==> src/rtl/ram_port_arbiter_pkg.sv <==
// Shared widths, FSM encoding and request record for the RAM port arbiter.
// Latency: n/a (types and constants only).
// Backpressure: n/a.
package ram_port_arbiter_pkg;

   localparam int ADDR_BUS    = 32;
   localparam int DATA_BUS    = 32;
   localparam int MEM_SEL_BUS = 4;

   typedef enum logic [1:0] {
      ARB_IDLE    = 2'd0,
      ARB_DATA    = 2'd1,
      ARB_INST    = 2'd2,
      ARB_RELEASE = 2'd3
   } arb_state_e;

   // One bus transaction as seen by the RAM: strobes, address, write data.
   typedef struct packed {
      logic [MEM_SEL_BUS-1:0] write_en;
      logic [ADDR_BUS-1:0]    addr;
      logic [DATA_BUS-1:0]    wdata;
   } ram_req_t;

endpackage

==> src/rtl/ram_port_arbiter_req_latch.sv <==
// Loadable request register driving the shared RAM bus fields.
// Latency: load/clear take effect on the next rising edge.
// Backpressure: none; the owner decides when to load, hold or clear.
module ram_req_latch
   import ram_port_arbiter_pkg::*;
(
   input  logic     clk,
   input  logic     rst,
   input  logic     clr_i,
   input  logic     load_i,
   input  ram_req_t req_i,
   output ram_req_t req_o
);

   ram_req_t req_q;

   // Clear wins over load so the bus reads zero whenever no beat is running.
   always_ff @(posedge clk) begin
      if (rst || clr_i) begin
         req_q <= '0;
      end else if (load_i) begin
         req_q <= req_i;
      end
   end

   assign req_o = req_q;

endmodule

==> src/rtl/ram_port_arbiter.sv <==
// Serializes MEM-stage data access then IF fetch onto one req/ready RAM port.
// Latency: one IDLE cycle, one bus cycle per beat plus RAM waits, one RELEASE cycle.
// Backpressure: stall_req holds the pipeline until all beats of this cycle complete.
module ram_port_arbiter
   import ram_port_arbiter_pkg::*;
(
   input  logic                   clk,
   input  logic                   rst,
   input  logic                   inst_en,
   input  logic [ADDR_BUS-1:0]    inst_addr,
   output logic [DATA_BUS-1:0]    inst_rdata,
   input  logic                   data_en,
   input  logic [MEM_SEL_BUS-1:0] data_write_en,
   input  logic [ADDR_BUS-1:0]    data_addr,
   input  logic [DATA_BUS-1:0]    data_wdata,
   output logic [DATA_BUS-1:0]    data_rdata,
   input  logic                   flush,
   output logic                   stall_req,
   output logic                   bus_req,
   output logic [MEM_SEL_BUS-1:0] bus_write_en,
   output logic [ADDR_BUS-1:0]    bus_addr,
   output logic [DATA_BUS-1:0]    bus_wdata,
   input  logic [DATA_BUS-1:0]    bus_rdata,
   input  logic                   bus_ready
);

   arb_state_e          state_q, state_d;
   logic                flush_seen_q, flush_seen_d;
   logic [DATA_BUS-1:0] inst_rdata_q, inst_rdata_d;
   logic [DATA_BUS-1:0] data_rdata_q, data_rdata_d;

   logic     req_load;
   logic     req_clr;
   ram_req_t req_src;
   ram_req_t req_cur;
   ram_req_t data_req;
   ram_req_t inst_req;
   logic     flush_any;

   assign data_req  = '{write_en: data_write_en, addr: data_addr, wdata: data_wdata};
   assign inst_req  = '{write_en: '0, addr: inst_addr, wdata: '0};
   // A flush seen at any point of the current beat cancels whatever would follow it.
   assign flush_any = flush | flush_seen_q;

   ram_req_latch u_req_latch (
      .clk    (clk),
      .rst    (rst),
      .clr_i  (req_clr),
      .load_i (req_load),
      .req_i  (req_src),
      .req_o  (req_cur)
   );

   // State, flush flag and returned read data registers.
   always_ff @(posedge clk) begin
      if (rst) begin
         state_q      <= ARB_IDLE;
         flush_seen_q <= 1'b0;
         inst_rdata_q <= '0;
         data_rdata_q <= '0;
      end else begin
         state_q      <= state_d;
         flush_seen_q <= flush_seen_d;
         inst_rdata_q <= inst_rdata_d;
         data_rdata_q <= data_rdata_d;
      end
   end

   // Next state, request latch control, read-data capture and stall decode.
   always_comb begin
      state_d      = state_q;
      flush_seen_d = flush_seen_q;
      inst_rdata_d = inst_rdata_q;
      data_rdata_d = data_rdata_q;
      req_load     = 1'b0;
      req_clr      = 1'b0;
      req_src      = data_req;
      stall_req    = 1'b0;

      case (state_q)
         ARB_IDLE: begin
            flush_seen_d = 1'b0;
            req_clr      = 1'b1;
            if (!flush && (data_en || inst_en)) begin
               stall_req = 1'b1;
               req_clr   = 1'b0;
               req_load  = 1'b1;
               if (data_en) begin
                  req_src = data_req;
                  state_d = ARB_DATA;
               end else begin
                  req_src = inst_req;
                  state_d = ARB_INST;
               end
            end
         end
         ARB_DATA: begin
            stall_req = 1'b1;
            if (flush) begin
               flush_seen_d = 1'b1;
            end
            if (bus_ready) begin
               // Loaded for writes too; the value is meaningless then.
               data_rdata_d = bus_rdata;
               if (flush_any) begin
                  req_clr = 1'b1;
                  state_d = ARB_IDLE;
               end else if (inst_en) begin
                  req_src  = inst_req;
                  req_load = 1'b1;
                  state_d  = ARB_INST;
               end else begin
                  req_clr = 1'b1;
                  state_d = ARB_RELEASE;
               end
            end
         end
         ARB_INST: begin
            stall_req = 1'b1;
            if (flush) begin
               flush_seen_d = 1'b1;
            end
            if (bus_ready) begin
               inst_rdata_d = bus_rdata;
               req_clr      = 1'b1;
               state_d      = flush_any ? ARB_IDLE : ARB_RELEASE;
            end
         end
         ARB_RELEASE: begin
            // Requests seen here belong to the departing instruction.
            req_clr = 1'b1;
            state_d = ARB_IDLE;
         end
         default: begin
            req_clr = 1'b1;
            state_d = ARB_IDLE;
         end
      endcase

      if (rst) begin
         stall_req = 1'b0;
      end
   end

   assign bus_req      = (state_q == ARB_DATA) || (state_q == ARB_INST);
   assign bus_write_en = req_cur.write_en;
   assign bus_addr     = req_cur.addr;
   assign bus_wdata    = req_cur.wdata;
   assign inst_rdata   = inst_rdata_q;
   assign data_rdata   = data_rdata_q;

endmodule

==> config.mk <==
export PLATFORM = sky130hd
export DESIGN_NAME = ram_port_arbiter
export DESIGN_NICKNAME = d
export VERILOG_FILES = /design/src/rtl/ram_port_arbiter_pkg.sv /design/src/rtl/ram_port_arbiter_req_latch.sv /design/src/rtl/ram_port_arbiter.sv
export SDC_FILE = /design/constraint.sdc
export NUM_CORES = 1
export LEC_CHECK = 0
export BUFFER_PORTS_ARGS = -buffer_cell sky130_fd_sc_hd__buf_2
export CORE_MARGIN = 8
export CORE_UTILIZATION = 48
export DETAILED_ROUTE_END_ITERATION = 8
export PLACE_DENSITY = 0.86
export SETUP_SLACK_MARGIN = 0.2
export SYNTH_ARGS = -nofsm -noshare
export SYNTH_HDL_FRONTEND = slang
export SYNTH_SLANG_ARGS = --single-unit
==> constraint.sdc <==
create_clock -name clk -period 4.29 [get_ports clk]
set_clock_uncertainty 0.05 [all_clocks]
set_input_delay 0.6435 -clock clk [delete_from_list [all_inputs] [get_ports clk]]
set_output_delay 0.6435 -clock clk [all_outputs]
set_load 0.02 [all_outputs]
-- After elaboration in Yosys (flattened, before gate mapping)
Index checks and enable logic that the tools add are counted.
- equal/unequal tests: 7
- multiplexer cells: 29
- bitwise gates (word level): 1
- reductions and logical operators: 12
- operator list (cell ; number):
    68-bit two-way mux ; 5
    68-bit case mux with 2 select lines ; 1
    1-bit two-way mux ; 12
    2-bit two-way mux ; 6
    2-bit case mux with 4 select lines ; 1
    2-bit != test, second input constant ; 3
    1-bit case mux with 2 select lines ; 3
    2-bit AND reduction ; 3
    2-bit equality test, second input constant ; 2
    1-bit case mux with 4 select lines ; 1
    1-bit logical OR ; 3
    3-bit AND reduction ; 1
    2-bit by 1-bit equality test with 1-bit output, second input constant ; 1
    2-bit zero test ; 1
    2-bit by 1-bit != test with 1-bit output, second input constant ; 1
    2-bit nonzero test ; 1
    2-bit OR reduction ; 1
    1-bit logical AND ; 1
    1-bit zero test ; 1
    1-bit OR ; 1
- register bits: 135
- output and inout port bits: 134

-- Longest topological paths before layout
Gate-level depths: netlist of the first run.
- word-level depth: 5
- mapped depth: 9

-- By module
From an unflattened synthesis of the first run, not the netlist that was laid out.
- cell total of the unflattened synthesis: 623
- area total of the unflattened synthesis: 5479.0 sq um
- by module, submodules not included (module ; instances ; cells an instance ; area an instance (sq um) ; sequential area each (sq um)):
    ram_port_arbiter ; 1 ; 402 ; 3059.2 ; 1341.3
    ram_req_latch ; 1 ; 221 ; 2419.8 ; 1361.3

-- Least setup slack after synthesis of the first run
No wires, ideal clock.
- path kind: input -> output
- from: input port rst
- to: output port stall_req
- data arrival time: 1471 ps
- required time: 3597 ps
- path slack: 2126 ps
- cell stages on the path: 3
- buffers on the path: 2
- path through: clkbuf_1 clkbuf_1 nor3_1
- word-level cells in the longest chain between the ends: 1
- RTL lines (what ; RTL line ; RTL):
    start, declared ; ram_port_arbiter.sv:8 ; input logic rst,
    1-bit two-way mux ; ram_port_arbiter.sv:140 ; if (rst) begin
    end, declared ; ram_port_arbiter.sv:18 ; output logic stall_req,
Every way passes these cells.

-- Final worst setup path of the first run
- from: register state_q[0]
- to: register u_req_latch.req_q (netlist bit u_req_latch.req_o[32])
- word-level cells in the longest chain between the ends: 3
- elaborated cells on any way between the ends: 8
- RTL lines (what ; RTL line ; RTL):
    start, declared ; ram_port_arbiter.sv:27 ; arb_state_e state_q, state_d;
    start signal, assigned ; ram_port_arbiter.sv:62 ; state_q <= state_d;
    2-bit equality test, or another cell as far along ; ram_port_arbiter.sv:80 ; case (state_q)
    1-bit case mux with 4 select lines ; ram_port_arbiter.sv:80 ;
    1-bit logical OR ; ram_port_arbiter_req_latch.sv:19 ; if (rst || clr_i) begin
    end signal, assigned ; ram_port_arbiter_req_latch.sv:22 ; req_q <= req_i;
    end, declared ; ram_port_arbiter_req_latch.sv:15 ; ram_req_t req_q;
Parallel ways exist; a longest one is shown, timed or not.
A chain may end at the register's enable or synchronous reset.

==> impl_metrics.json, run 1 <==
{
  "status": "finished clean",
  "grt_pass1_vias": 5210,
  "start_util": 0.4850,
  "antenna_found_initial": 2,
  "core_mm2": 0.01070,
  "hold_violations": 0,
  "r2r-end": "u_req_latch.req_o[32]",
  "grt_max_degree": 69,
  "min_path_cells": 3,
  "avgSynthCellArea_um2": 8.249,
  "ant_nets": 0,
  "post_drt_via_cell_ratio": 5.233,
  "critPathCaptureType": "register",
  "postCtsSetupRepairBufs": 0,
  "dp_hpwl_um": 12250,
  "yosys_warnings": 0,
  "cts-buffers-inserted": 17,
  "period_minus_slack_ns": 2.732,
  "drcViolationCount": 0,
  "holdWs_ns": 0.3173,
  "wl_per_cell_um": 16.46,
  "wl_um": 16940,
  "grt_first_pass_wirelength_um": 26700,
  "setup_tns_ns": 0,
  "cellPowerDensity_mw_per_mm2": 658.4,
  "final_core_util": 0.6669,
  "pre_cts_slack_ns": 1.553,
  "dr_total_vias": 5385,
  "slew_headroom": 0.4216,
  "regToRegSetupSlack_ns": 1.56,
  "htree_num_levels": 4,
  "cap_violations": 0,
  "cp_data_arrival_time_ns": 3.11,
  "die_w_um": 120.0,
  "cts_tree": "yes",
  "final_common_cell": "buf_2",
  "grt_overflow_total": 0,
  "num_rows": 38,
  "ys_seq_elements": 135,
  "port_buffers": 271,
  "insertion_delay_ns": 0.52,
  "start_kind": "register",
  "yosysSeqAreaShare": 0.5209,
  "worst_hold_path_type": "in -> reg",
  "drv_slew": 0,
  "root_buffer": "clkbuf_8",
  "cts_buffer_depth": 2,
  "syn2layout_area_growth_pct": 37.50,
  "ir_worst_vdd_mv": 0.3588,
  "min_from": "bus_rdata[10]",
  "fin_nets": 1016,
  "syn_inst": 629,
  "drt_first_pass_iters": 6,
  "ios": 272,
  "crit_type": "reg -> reg",
  "drt_first_iter_violations": 535,
  "max_freq_mhz": 366.0,
  "dieArea_mm2": 0.01439,
  "syn-num-nets": 771,
  "reg2reg_depth": 7,
  "fin_ws_ns": 1.558,
  "die_height_um": 120.0,
  "total_power_mw": 4.697,
  "cellLeakagePower_nw": 3.186,
  "fin_crit_sh": 0.6369,
  "r2r_start": "state_q[0]",
  "cts_resized": 0,
  "clk_pin_slew_ns": 0.06,
  "cts.sinks": 135,
  "grt_setup_unrepaired": "no",
  "setup_viol_count_final": 0,
  "worst-path-max-fanout": 38,
  "final_cell_mix": "buf_2 (271), nand2_1 (168), dfxtp_1 (135)",
  "ys_types": 30,
  "ctsHoldBuffers": 0,
  "worstMarginPinSlew_ns": 0.8675,
  "required_ns": 4.67,
  "crit_start": "state_q[0]",
  "whs_endpoint": "data_rdata[10]",
  "synthesis.area_mm2": 0.005189,
  "gp_congestion": 0.8398,
  "grt_usage": 0.2271,
  "drive_gt1_frac": 0.3799
}
-- per-layer routing --
metal  vias up  global-route usage  wire length [um]
li1       2644                   -                 -
met1      2445              0.2456              6382
met2       271              0.3720              8171
met3        25              0.1188              2049
met4         0             0.08353               336
met5         -                   0                 0
-- power by group --
part           total [mW]  internal (mW)  leakage (nW)  switching (mW)
registers            1.57           1.46          1.09           0.105
logic                1.68          0.501          1.80            1.18
clock network        1.45          0.900         0.289           0.546
total                4.70           2.86          3.19            1.83
-- per-stage QoR --
step	area, um^2	instances
after floorplan	5189	629
after global routing	7134	1029
final	7134	1029
after detailed placement	6541	995
after global placement	6541	995
after CTS	7129	1027
-- cell usage after synthesis (all sizes together) --
library cell / number / area [um^2]
o21ai: 3 / 15.01
a311o: 1 / 10.01
a21oi: 103 / 590.6
a311oi: 1 / 8.760
a211oi: 1 / 7.510
o221ai: 1 / 15.01
nor2: 38 / 142.6
and2: 2 / 12.51
a22o: 1 / 8.760
nor2b: 2 / 12.51
nor3: 34 / 170.2
o22a: 1 / 8.760
nand2: 168 / 630.6
a221oi: 32 / 280.3
nor4: 1 / 6.260
o21ba: 1 / 10.01
inv: 5 / 18.77
clkbuf: 32 / 120.1
dfxtp: 135 / 2703
buf: 23 / 156.4
or3b: 1 / 8.760
nor3b: 1 / 7.510
a22oi: 2 / 15.01
nand3: 36 / 180.2
ha: 4 / 50.05
-- registers in the layout (all words and copies together), names as in the netlist --
name and count:
u_req_latch.req_o 68, data_rdata 32, inst_rdata 32, state_q 2, flush_seen_q 1
-- final cells by class --
cell class,count,area (um^2)
Fill cell,920,3563
Sequential cell,135,2703
Multi-Input combinational cell,434,2213
Timing Repair Buffer,281,1431
Clock buffer,20,435.4
Tap cell,140,175.2
Clock inverter,12,152.6
Inverter,5,18.77
Antenna cell,2,5.005
-- cell families after synthesis --
family / synth area share
buffers and inverters: 0.05691
AO/OA/AOI/OAI: 0.1869
AND/OR/NAND/NOR: 0.2257
flip-flops: 0.5209
adder cells (fa/ha/maj): 0.009646
-- worst max-delay path by stage --
stage,endpoint,slack [ns],cells past startpoint
final,u_req_latch.req_o[32],1.56,7
after global routing,u_req_latch.req_o[33],1.39,7
after CTS,u_req_latch.req_o[37],1.58,7
after detailed placement,u_req_latch.req_o[1],1.55,6
after global placement,u_req_latch.req_o[31],1.67,6
after floorplan,stall_req,2.13,3
-- worst max-delay path, stage by stage, from the launching register on --
cell and delay (ns):
dfxtp_1 0.34, inv_1 0.09, ha_1 0.39, nor2_1 0.15
o221ai_4 0.70, buf_4 0.49, a221oi_1 0.18, nor3_1 0.22
No activity file was read; power rests on OpenSTA's default activity.
==> run 2: changes to the inputs <==
--- a/config.mk
+++ b/config.mk
@@ -5,11 +5,12 @@
 export SDC_FILE = /design/constraint.sdc
 export NUM_CORES = 1
 export LEC_CHECK = 0
+export ABC_AREA = 1
 export BUFFER_PORTS_ARGS = -buffer_cell sky130_fd_sc_hd__buf_2
 export CORE_MARGIN = 8
-export CORE_UTILIZATION = 48
+export CORE_UTILIZATION = 42
 export DETAILED_ROUTE_END_ITERATION = 8
-export PLACE_DENSITY = 0.86
+export PLACE_DENSITY = 0.78
 export SETUP_SLACK_MARGIN = 0.2
 export SYNTH_ARGS = -nofsm -noshare
 export SYNTH_HDL_FRONTEND = slang
==> constraint.sdc (replaced) <==
create_clock -name clk -period 2.3 [get_ports clk]
set_clock_uncertainty 0.05 [all_clocks]
set_input_delay 0.345 -clock clk [delete_from_list [all_inputs] [get_ports clk]]
set_output_delay 0.345 -clock clk [all_outputs]
set_load 0.02 [all_outputs]
==> impl_metrics.json, run 2 <==
{
  "root_buffer": "clkbuf_16",
  "die_height_um": 133.5,
  "nFillCells": 1303,
  "start_util": 0.4241,
  "worst_hold_path_type": "in -> reg",
  "setup_tns_ns": 0,
  "ys_async_sr_fraction": 0,
  "min_path_cells": 3,
  "fin_cells": 1237,
  "final_common_cell": "buf_2",
  "power_frac_clock": 0.257,
  "gp_congestion": 0.9069,
  "reg2reg_depth": 10,
  "cts_tree": "yes",
  "fin_nets": 1185,
  "drt_first_iter_violations": 530,
  "htree_num_levels": 4,
  "r2r-end": "u_req_latch.req_o[49]",
  "dieArea_mm2": 0.01781,
  "ys_seq_elements": 135,
  "syn_inst": 791,
  "wl_um": 19000,
  "cp_slowest_stage_delay_ns": 0.35,
  "grt_first_pass_wirelength_um": 30190,
  "grt_max_degree": 66,
  "netlist.area_leader.share": 0.4663,
  "crit_type": "reg -> out",
  "ios": 272,
  "synthesis.area_mm2": 0.005796,
  "worstMarginPinSlew_ns": 0.5193,
  "antenna_found_initial": 1,
  "max_freq_mhz": 482.8,
  "yosysMostFrequentCell": "nor2_1",
  "crit_family": "flip-flops",
  "die_w_um": 133.5,
  "wl_per_cell_um": 15.36,
  "synth-edff-count": 0,
  "min_from": "data_write_en[0]",
  "p_sw_frac": 0.4070,
  "path_buf_inv": 3,
  "cellLeakagePower_nw": 3.804,
  "slew_headroom": 0.6538,
  "core_mm2": 0.01367,
  "multi_input_area_mm2": 0.002796,
  "ir_worst_vdd_mv": 0.6108,
  "yosys_warnings": 0,
  "setup_viol_count_final": 0,
  "whs_endpoint": "u_req_latch.req_o[64]",
  "cts.sinks": 135,
  "drt_first_pass_iters": 5,
  "clk_pin_slew_ns": 0.06,
  "postCtsSetupRepairBufs": 0,
  "critPathCaptureType": "output pin",
  "cts_buffer_depth": 2,
  "syn-num-nets": 933,
  "synthTopCellsByCount": "nor2_1 (206), dfxtp_1 (135), nand2_1 (105)",
  "status": "finished clean",
  "drcViolationCount": 0,
  "ys_types": 24,
  "cts-buffers-inserted": 17,
  "dp_hpwl_um": 13620,
  "cp_slowest_cell": "dfxtp_2",
  "syn2layout_area_growth_pct": 37.26,
  "p_switching_mw": 4.181,
  "num_rows": 43,
  "largest_register_ffs": 68,
  "grt_usage": 0.2080,
  "grt_pass1_vias": 6006,
  "dr_total_vias": 6178,
  "drive_gt1_frac": 0.3201,
  "grt_overflow_total": 0,
  "cellPowerDensity_mw_per_mm2": 1291,
  "drv_slew": 0,
  "seqPwrFrac": 0.303,
  "final_cell_mix": "buf_2 (270), nor2_1 (206), dfxtp_1 (133)",
  "regToRegSetupSlack_ns": 0.33,
  "r2r_start": "state_q[1]",
  "comb_power_share": 0.440,
  "avgSynthCellArea_um2": 7.327,
  "post_drt_via_cell_ratio": 4.994,
  "worst-path-max-fanout": 4,
  "yosysSeqAreaShare": 0.4663,
  "p_int_mw": 6.092,
  "yosys-top-cells-area": "dfxtp_1 (47%), nor2_1 (13%), nand2_1 (6.8%), nand3_1 (6.3%), o21ai_0 (5.7%)",
  "crit_chain": "inv_1 > ha_4 > inv_1 > a211oi_4 > buf_6",
  "dpl.cell_count": 1204,
  "required_ns": 1.90,
  "start_kind": "register",
  "layout.area.seq_mm2": 0.002705,
  "insertion_delay_ns": 0.42,
  "synth_top_area_cell": "dfxtp_1",
  "fin_crit_sh": 0.9006,
  "critPathMostFrequentCell": "inv_1",
  "cap_violations": 0,
  "holdWs_ns": 0.1140,
  "ys.flop_type": "dfxtp_1",
  "period_minus_slack_ns": 2.071,
  "grt_setup_unrepaired": "yes",
  "cp_data_arrival_time_ns": 1.68,
  "port_buffers": 271,
  "hold_violations": 0,
  "ant_nets": 0
}
==> run 2: cell count changes after synthesis, moves of 26 or more <==
| cell | before | now |
|---|---|---|
| a221oi_1 | 32 | 0 |
| nor3_1 | 34 | 1 |
| nor2_1 | 38 | 206 |
| nand3b_1 | 0 | 41 |
| a21oi_1 | 83 | 46 |
| nand3_1 | 36 | 73 |
| nand2_1 | 168 | 105 |
| o21ai_0 | 2 | 66 |
| a21boi_0 | 0 | 26 |
==> run 2: cells by family (layout without fill, tap and decap cells) <==
group	count (synthesis)	count (layout)	synth area share
AOI/OAI and AO/OA	139	139	0.1317
and+or+nand+nor	438	438	0.3370
adders and majority gates	4	4	0.008636
other	0	1	0
DFF	135	135	0.4663
buffers and inverters	75	340	0.05635
==> run 2: metal layers <==
metal  GRT usage  part of all wire  wire length [um]  vias up
met5           0                 0                 0        -
met4     0.07923             0.021               391        0
met3     0.06551             0.065              1240       28
met2      0.3586              0.51              9745      222
met1      0.2347              0.40              7624     2831
li1            -                 -                 -     3097
==> run 2: worst register-to-register path, cell delays in order, from the launching register on <==
cell and delay, ns:
dfxtp_2 0.33, inv_1 0.11, ha_1 0.28, nand2_2 0.10, inv_2 0.09, nand3_4 0.10
nand2_4 0.24, buf_12 0.25, nand2_1 0.10, nor2_1 0.13, nor2_1 0.06
==> run 2: per-stage QoR <==
stage                     setup WS [ns]  cell area, um^2  utilization  power, mW
final                            0.2287             7955       0.5821      10.27
after global routing             0.1752             7955       0.5821      10.95
after CTS                        0.1770             7934       0.5806      10.30
after detailed placement         0.2355             7323       0.5359      7.570
after global placement           0.3691             7323       0.5359      7.518
after floorplan                  0.3223             5796            -      6.114
==> run 2: layout make-up <==
class	count	area share
sequential	135	0.3400
inverter	18	0.008808
timing repair buffer	290	0.1971
tap	180	0.02831
clock inverter	10	0.01180
multi-input combinational	581	0.3515
antenna	1	0.0003146
clock buffer	22	0.06213
==> run 2: how the worst max path moves through the flow <==
stage               startpoint                     to  slack, ns  depth (start not counted)
global route        state_q[1]              stall_req       0.18                          5
floorplan           state_q[0]              stall_req       0.32                          6
global placement    state_q[0]  u_req_latch.req_o[12]       0.37                          7
finish              state_q[0]              stall_req       0.23                          5
detailed placement  state_q[1]   u_req_latch.req_o[9]       0.24                          9
CTS                 state_q[0]              stall_req       0.18                          5
==> run 2: power by group through the flow <==
| stage | Clock, mW | Combinational, mW | Sequential (mW) |
|---|---|---|---|
| after floorplan | 0 | 2.39 | 3.72 |
| after detailed placement | 0 | 4.43 | 3.14 |
| after CTS | 2.69 | 4.51 | 3.10 |
| after global routing | 2.80 | 4.99 | 3.17 |
| final | 2.64 | 4.52 | 3.11 |
| after global placement | 0 | 4.39 | 3.13 |
==> run 2: timing repair <==
item                                    4_1_cts  5_1_grt
pin swaps                                     1        1
endpoints found under the setup margin        1       31
hold buffers                                  0        0
resized for setup                             5        5
gates cloned                                  0        0
==> run 3: changes to the inputs <==
--- a/config.mk
+++ b/config.mk
@@ -11,6 +11,7 @@
 export CORE_UTILIZATION = 42
 export DETAILED_ROUTE_END_ITERATION = 8
 export PLACE_DENSITY = 0.78
+export RECOVER_POWER = 50
 export SETUP_SLACK_MARGIN = 0.2
 export SYNTH_ARGS = -nofsm -noshare
 export SYNTH_HDL_FRONTEND = slang
==> impl_metrics.json, run 3 (synthesized netlist as in run 2, its figures left out) <==
{
  "regToRegSetupSlack_ns": 0.33,
  "crit_type": "reg -> out",
  "worstMarginPinSlew_ns": 0.7172,
  "use_met1": 0.2347,
  "nFillCells": 1390,
  "ios": 272,
  "die_w_um": 133.5,
  "drcViolationCount": 0,
  "wl_um": 19010,
  "cp_data_arrival_time_ns": 1.68,
  "core_mm2": 0.01367,
  "dp_hpwl_um": 13620,
  "cellLeakagePower_nw": 3.246,
  "status": "finished clean",
  "drive_gt1_frac": 0.1951,
  "ant_nets": 0,
  "cellPowerDensity_mw_per_mm2": 1304,
  "post_drt_via_cell_ratio": 5.004,
  "cts-buffers-inserted": 17,
  "grtUsageMet2": 0.3586,
  "dieArea_mm2": 0.01781,
  "drv_slew": 0,
  "grt_first_pass_wirelength_um": 30190,
  "largest_register_ffs": 68,
  "syn2layout_area_growth_pct": 34.37,
  "htree_num_levels": 4,
  "cts.sinks": 135,
  "total_power_mw": 10.16,
  "grt_setup_unrepaired": "yes",
  "required_ns": 1.90,
  "slew_headroom": 0.5218,
  "critPathCaptureType": "output pin",
  "cts_buffer_depth": 2,
  "antenna_found_initial": 1,
  "fin_crit_sh": 0.9034,
  "setup_viol_count_final": 0,
  "wl_per_cell_um": 15.37,
  "num_rows": 43,
  "hold_violations": 0,
  "grt_max_degree": 66,
  "period_minus_slack_ns": 2.078,
  "grt_pass1_vias": 6006,
  "grt_overflow_total": 0,
  "drt_first_iter_violations": 482,
  "ir_worst_vdd_mv": 0.6115,
  "max_freq_mhz": 481.3,
  "insertion_delay_ns": 0.42,
  "final_core_util": 0.5699,
  "drt_first_pass_iters": 8,
  "grt_usage": 0.2080,
  "final_cell_mix": "nor2_1 (206), buf_2 (138), dfxtp_1 (133)",
  "root_buffer": "clkbuf_16",
  "worst_hold_path_type": "in -> reg",
  "die_height_um": 133.5,
  "ctsHoldBuffers": 0,
  "clk_pin_slew_ns": 0.06,
  "fin_ws_ns": 0.2223,
  "cts_tree": "yes",
  "fin_nets": 1185,
  "start_util": 0.4241,
  "gp_congestion": 0.9069,
  "use_met3": 0.06551,
  "start_kind": "register",
  "setup_tns_ns": 0,
  "final_common_cell": "nor2_1",
  "worst-path-max-fanout": 4,
  "pre_cts_slack_ns": 0.2355,
  "dr_total_vias": 6190,
  "port_buffers": 271,
  "cap_violations": 0,
  "grt-busiest-layer": "met2"
}
-- run 3: cell types whose count changed in the layout (fill, tap and decap cells not counted) --
cell	delta
buf_2	-132
buf_4	-1
clkbuf_2	+1
clkbuf_1	+132
-- run 3: worst paths after layout --
check	depth (start not counted)	start	endpoint
worst max-delay path	5	state_q[0]	stall_req
worst min-delay path	3	data_write_en[0]	u_req_latch.req_o[64]
worst min register to register	2	u_req_latch.req_o[22]	u_req_latch.req_o[22]
worst max register to register	10	state_q[1]	u_req_latch.req_o[49]
-- run 3: power breakdown --
part	switching, mW	internal, mW
logic	2.92	1.47
clock network	1.01	1.63
registers	0.266	2.86
total	4.20	5.96
-- run 3: layout make-up --
type,instances,area (um^2),share of cell area
antenna,1,2.502,0.0003213
tap,180,225.2,0.02892
inverter,18,70.07,0.008997
clock inverter,10,93.84,0.01205
multi-input combinational,581,2796,0.3591
timing repair buffer,290,1400,0.1798
sequential,135,2705,0.3474
clock buffer,22,494.2,0.06346
-- run 3: metal layers --
layer | wire, um | vias to the layer above
li1 | - | 3099
met1 | 7725 | 2852
met2 | 9653 | 213
met3 | 1289 | 26
met4 | 342 | 0
met5 | 0 | -
-- run 3: through the flow --
| stage | cell area [um^2] | cells | hold WS [ns] |
|---|---|---|---|
| after floorplan | 5796 | 791 | 0.3641 |
| after global placement | 7323 | 1204 | 0.3984 |
| after detailed placement | 7323 | 1204 | 0.4017 |
| after CTS | 7934 | 1236 | 0.09846 |
| after global routing | 7787 | 1237 | 0.1193 |
| final | 7787 | 1237 | 0.1152 |
-- run 3: repair_timing --
item                                    in CTS  in global routing
gates resized for setup                      5                  5
hold endpoints to repair                     0                  0
endpoints found under the setup margin       1                 31
buffers inserted                             0                  0
pin swaps                                    1                  1
-- run 3: worst max-delay path, cell delays in order (launching register included) --
cell,delay [ns]
dfxtp_2,0.35
inv_1,0.09
ha_4,0.28
inv_1,0.06
a211oi_4,0.32
buf_6,0.17
